$ cat src/rtl/sp_ram_pipe.sv
`default_nettype none
// ============================================================================
// Module      : sp_ram_pipe
// Description : Single-port synchronous scratch RAM with byte write enables,
//               a 1- or 2-cycle registered read path with a read-valid strobe,
//               and a hardware sweep that fills every word with INIT_VAL after
//               reset or on a clr pulse.
// Ports       : clk, rst       clock (rising edge), async active-high reset
//               en, we, be     request valid, write select, byte enables
//               addr, data_in  word address, write data
//               clr            pulse: rerun the init sweep
//               ready          request accepted when en && ready
//               data_out       read data, held between reads
//               rd_valid       pulse: data_out carries a new read result
//               init_done      high once the sweep has finished
// Revision    : 1.0 - initial release
// ============================================================================
module sp_ram_pipe #(
    parameter int                 DATA_W   = 8,
    parameter int                 ADDR_W   = 4,
    parameter int                 READ_LAT = 1,
    parameter logic [DATA_W-1:0]  INIT_VAL = '0
) (
    input  logic                  clk,
    input  logic                  rst,
    input  logic                  en,
    input  logic                  we,
    input  logic [DATA_W/8-1:0]   be,
    input  logic [ADDR_W-1:0]     addr,
    input  logic [DATA_W-1:0]     data_in,
    input  logic                  clr,
    output logic                  ready,
    output logic [DATA_W-1:0]     data_out,
    output logic                  rd_valid,
    output logic                  init_done
);

    localparam int                C_DEPTH  = 2**ADDR_W;
    localparam int                C_NBYTES = DATA_W/8;
    localparam logic [ADDR_W-1:0] C_LAST   = ADDR_W'(C_DEPTH - 1);

    typedef enum logic [0:0] {
        ST_INIT = 1'b0,
        ST_RUN  = 1'b1
    } state_t;

    state_t             r_state;
    state_t             w_state_nxt;
    logic [ADDR_W-1:0]  r_cnt;
    logic [ADDR_W-1:0]  w_cnt_nxt;

    logic [DATA_W-1:0]  r_mem [C_DEPTH];

    logic               w_accept;
    logic               w_wr;
    logic               w_rd;
    logic [DATA_W-1:0]  w_rd_word;

    logic [DATA_W-1:0]  r_data_out;
    logic               r_rd_valid;

    // ------------------------------------------------------------------------
    // Sweep / run state machine
    // ------------------------------------------------------------------------
    always_ff @(posedge clk or posedge rst) begin
        if (rst) begin
            r_state <= ST_INIT;
            r_cnt   <= '0;
        end else begin
            r_state <= w_state_nxt;
            r_cnt   <= w_cnt_nxt;
        end
    end

    always_comb begin
        w_state_nxt = r_state;
        w_cnt_nxt   = r_cnt;
        case (r_state)
            ST_INIT: begin
                // clr is deliberately not looked at here: a sweep in progress
                // already produces the state a clear would.
                w_cnt_nxt = r_cnt + 1'b1;
                if (r_cnt == C_LAST) begin
                    w_state_nxt = ST_RUN;
                end
            end
            ST_RUN: begin
                if (clr) begin
                    w_state_nxt = ST_INIT;
                    w_cnt_nxt   = '0;
                end
            end
            default: begin
                w_state_nxt = ST_INIT;
                w_cnt_nxt   = '0;
            end
        endcase
    end

    // clr masks ready in its own cycle so the coincident request is dropped
    assign ready     = (r_state == ST_RUN) && !clr;
    assign init_done = (r_state == ST_RUN);

    assign w_accept  = en && ready;
    assign w_wr      = w_accept && we;
    assign w_rd      = w_accept && !we;

    // ------------------------------------------------------------------------
    // Storage array (never reset; the sweep provides the defined contents)
    // ------------------------------------------------------------------------
    always_ff @(posedge clk) begin
        if (r_state == ST_INIT) begin
            r_mem[r_cnt] <= INIT_VAL;
        end else if (w_wr) begin
            for (int i = 0; i < C_NBYTES; i++) begin
                if (be[i]) begin
                    r_mem[addr][8*i +: 8] <= data_in[8*i +: 8];
                end
            end
        end
    end

    assign w_rd_word = r_mem[addr];

    // ------------------------------------------------------------------------
    // Read pipeline. Any READ_LAT other than 2 builds the 1-cycle path.
    // ------------------------------------------------------------------------
    generate
        if (READ_LAT == 2) begin : g_lat2
            logic               r_s1_valid;
            logic [DATA_W-1:0]  r_s1_data;

            always_ff @(posedge clk or posedge rst) begin
                if (rst) begin
                    r_s1_valid <= 1'b0;
                    r_s1_data  <= '0;
                    r_rd_valid <= 1'b0;
                    r_data_out <= '0;
                end else begin
                    r_s1_valid <= w_rd;
                    if (w_rd) begin
                        r_s1_data <= w_rd_word;
                    end
                    r_rd_valid <= r_s1_valid;
                    if (r_s1_valid) begin
                        r_data_out <= r_s1_data;
                    end
                end
            end
        end else begin : g_lat1
            always_ff @(posedge clk or posedge rst) begin
                if (rst) begin
                    r_rd_valid <= 1'b0;
                    r_data_out <= '0;
                end else begin
                    r_rd_valid <= w_rd;
                    if (w_rd) begin
                        r_data_out <= w_rd_word;
                    end
                end
            end
        end
    endgenerate

    assign data_out = r_data_out;
    assign rd_valid = r_rd_valid;

endmodule
`default_nettype wire

$ cat config.mk
export PLATFORM = sky130hd
export DESIGN_NAME = sp_ram_pipe
export DESIGN_NICKNAME = d
export VERILOG_FILES = /design/src/rtl/sp_ram_pipe.sv
export SDC_FILE = /design/constraint.sdc
export NUM_CORES = 1
export LEC_CHECK = 0
export ABC_CLOCK_PERIOD_IN_PS = 3000
export CORE_MARGIN = 5
export CORE_UTILIZATION = 50
export CTS_CLUSTER_SIZE = 25
export DETAILED_ROUTE_END_ITERATION = 10
export GPL_TIMING_DRIVEN = 0
export PLACE_DENSITY = 0.65
export SLEW_MARGIN = 10
export SYNTH_ARGS = -nofsm -noshare
export SYNTH_HDL_FRONTEND = slang
export SYNTH_SLANG_ARGS = --single-unit
$ cat constraint.sdc
create_clock -name clk -period 3 [get_ports clk]
set_clock_uncertainty 0.1 [all_clocks]
set_input_delay 0.6 -clock clk [delete_from_list [all_inputs] [get_ports clk]]
set_output_delay 0.6 -clock clk [all_outputs]
set_load 0.01 [all_outputs]
==> impl_metrics.tcl <==
set metrics [dict create \
    synth_warnings 0 \
    synth_top_area_frac 0.678 \
    seq_power_share 0.466 \
    clkLatencyLatePin_ns 0.41 \
    cts_max_level 4 \
    fmax_mhz 340 \
    cts_buffer_depth 2 \
    p_switching_w 0.00153 \
    synthArstFlopShare 0.0986 \
    ys_top_cells_by_area "edfxtp_1 (68%), mux4_2 (12%), dfrtp_1 (6.2%), mux2i_1 (1.9%), nor2_1 (1.3%)" \
    grt_pass1_wl_mm 17.6 \
    status "completed" \
    p_sw_frac 0.264 \
    numCtsBuffers 17 \
    rsz0062_at_grt "true" \
    synth-seq-area-share 0.740 \
    critPathRequiredTime_ns 2.95 \
    holdBufCountCts 0 \
    post_drt_via_cell_ratio 5.83 \
    fin_crit_ns 2.94 \
    grtUsageTotal 0.189 \
    synth_edf_count 128 \
    area_delta_synth_final_pct 20.4 \
    hold-worst-slack_ns 0.435 \
    die_w_um 116 \
    post-route-util 0.621 \
    path_class "primary input to flop" \
    grt_pass1_vias 3002 \
    path_max_fanout 10 \
    cts_tree "yes" \
    power_frac_clock 0.354 \
    vias 2908 \
    dpl_worst_slack_ns -0.684 \
    pwr-share-comb 0.180 \
    p_leak_nw 2.34 \
    drive_above_1_share 0.265 \
    synth_largest_area_cell "edfxtp_1" \
    vdd_drop_max_v 0.000363 \
    powerDensity_nw_per_um2 850 \
    p_int_w 0.00426 \
    finalHoldViolCount 0 \
    maxSlewHeadroom 0.392 \
    cts_root_buf "clkbuf_16" \
    dp_hpwl_mm 7.45 \
    fillers 775 \
    period_share 0.980 \
    synth_top_flop_cell "edfxtp_1" \
    maxCapViolations 0 \
    syn_avg_cell_area_um2 19.0 \
    critPathLaunchType "primary input" \
    fp.dieArea_um2 13600 \
    nets 365 \
    cts.clk_slew.worst_paths_ns 0.06 \
    drtIter0Drc 202 \
    antenna_found_initial 0 \
    ios 29 \
    die_h_um 116 \
    cts_num_sinks 142 \
    first_pass_iters 4 \
    crit_arrival_ns 2.89 \
    avgRoutedWirePerCell_um 23.6 \
    coreArea_um2 11000 \
    multi_input_area_um2 1450 \
    hp-class "flop to flop" \
    overflow 0 \
    io_buffers 27 \
    slew_viol_final 0 \
    regArea_um2 4190 \
    gp_congestion 0.807 \
    initial_core_util 0.516 \
    grt_max_degree 17 \
    end_kind "flop" \
    setup_violations 0 \
    synth.cell_area_um2 5670 \
    tightest_slew_ns 0.908 \
    synthCells 298 \
    synth_nets 317 \
    ant_nets 0 \
    netlist-cell-type-count 38 \
    routed_wirelength_mm 11.8 \
    ys_ff_latch 142 \
    finalWorstSetupSlack_ns 0.0603 \
    drc 0 \
    core.rowCount 38 \
]
[critical path, stage by stage]
cell	delay, ns
clkdlybuf4s50_1	0.48
buf_2	0.27
clkbuf_1	0.57
a31oi_1	0.37
nor2_2	0.59
[cell usage after synthesis (5+ instances only)]
library cell and count:
mux2i_1 11, nand2_1 11, a32oi_1 6, dfrtp_1 14, buf_2 5, nor2_1 19, nor2b_1 6, o211ai_1 5
clkbuf_1 7, and2_1 8, edfxtp_1 128, mux4_2 30
[power by group through the flow]
stage / combinational, W / clock [W] / sequential, W
global placement: 0.000882 / 0 / 0.00272
finish: 0.00104 / 0.00205 / 0.00270
global route: 0.00112 / 0.00217 / 0.00273
CTS: 0.000937 / 0.00208 / 0.00270
detailed placement: 0.000904 / 0 / 0.00274
floorplan: 0.000552 / 0 / 0.00270
[state kept, by name, indices dropped and copies added (netlist names)]
name and cells:
init_done 1, r_mem 128, r_cnt 4, rd_valid 1, data_out 8
[layout by cell type, fill, tap and decap left out, types with 5 or more instances in the layout]
cell type        synthesis  routed
clkinv_2                 0       6
dfrtp_1                 14      14
nor2b_1                  6       6
mux2i_1                 11      11
edfxtp_1               128     128
nor2_4                   0       8
clkbuf_1                 7       6
a32oi_1                  6       6
and2_1                   8       8
nand2_1                 11      11
clkdlybuf4s50_1          0      27
clkbuf_16                0      17
nor2_2                   0       6
o211ai_1                 5       5
mux4_2                  30      30
buf_2                    5       5
nor2_1                  19       5
[worst paths after layout]
| check | from | to | slack (ns) | cells after the start |
|---|---|---|---|---|
| max | addr[2] | r_mem[5][0]$_DFFE_PP_ | 0.06 | 5 |
| min | data_out[5]$_DFFE_PP0P_ | data_out[5]$_DFFE_PP0P_ | 0.44 | 2 |
| max reg2reg | init_done$_DFF_PP0_ | r_mem[8][4]$_DFFE_PP_ | 0.44 | 6 |
| min reg2reg | data_out[5]$_DFFE_PP0P_ | data_out[5]$_DFFE_PP0P_ | 0.44 | 2 |
| max in group asynchronous | rst | data_out[1]$_DFFE_PP0P_ | 1.93 | 2 |
| min in group asynchronous | rst | init_done$_DFF_PP0_ | 0.47 | 2 |
[per-layer routing]
metal	wire [um]	part of all wire	track usage
met1	4800	0.41	0.254
met2	5780	0.49	0.297
met3	966	0.082	0.0430
met4	205	0.017	0.0882
met5	0	0	0
[what timing repair did]
item | 4_1_cts | 5_1_grt
endpoints found under the setup margin | 96 | 93
buffers inserted | 0 | 2
pin swaps | 0 | 1
gates resized for setup | 9 | 17
[stage by stage]
stage	power (W)	TNS (ns)	cells	cell area (um2)
after CTS	0.00572	-6.48	496	6710
after global placement	0.00360	-62.41	465	6110
after floorplan	0.00326	0	298	5670
after global routing	0.00602	-3.42	498	6820
final	0.00579	0	499	6820
after detailed placement	0.00365	-70.62	465	6110
[logic make-up after synthesis]
group	share of synthesized area
DFF	0.740
adders and majority gates	0.00221
muxes	0.145
buffers and inverters	0.0192
xor gates and xnor gates	0.00309
AOI/OAI and AO/OA	0.0333
and+or+nand+nor	0.0574
[final cells by class]
cell class | count | area share
Timing Repair Buffer | 29 | 0.0455
Multi-Input combinational cell | 134 | 0.213
Inverter | 5 | 0.00275
Sequential cell | 142 | 0.615
Antenna cell | 1 | 0.000367
Clock inverter | 14 | 0.0222
Tap cell | 140 | 0.0257
Buffer | 17 | 0.0134
Clock buffer | 17 | 0.0624
Power figures use the tool's default switching activity.
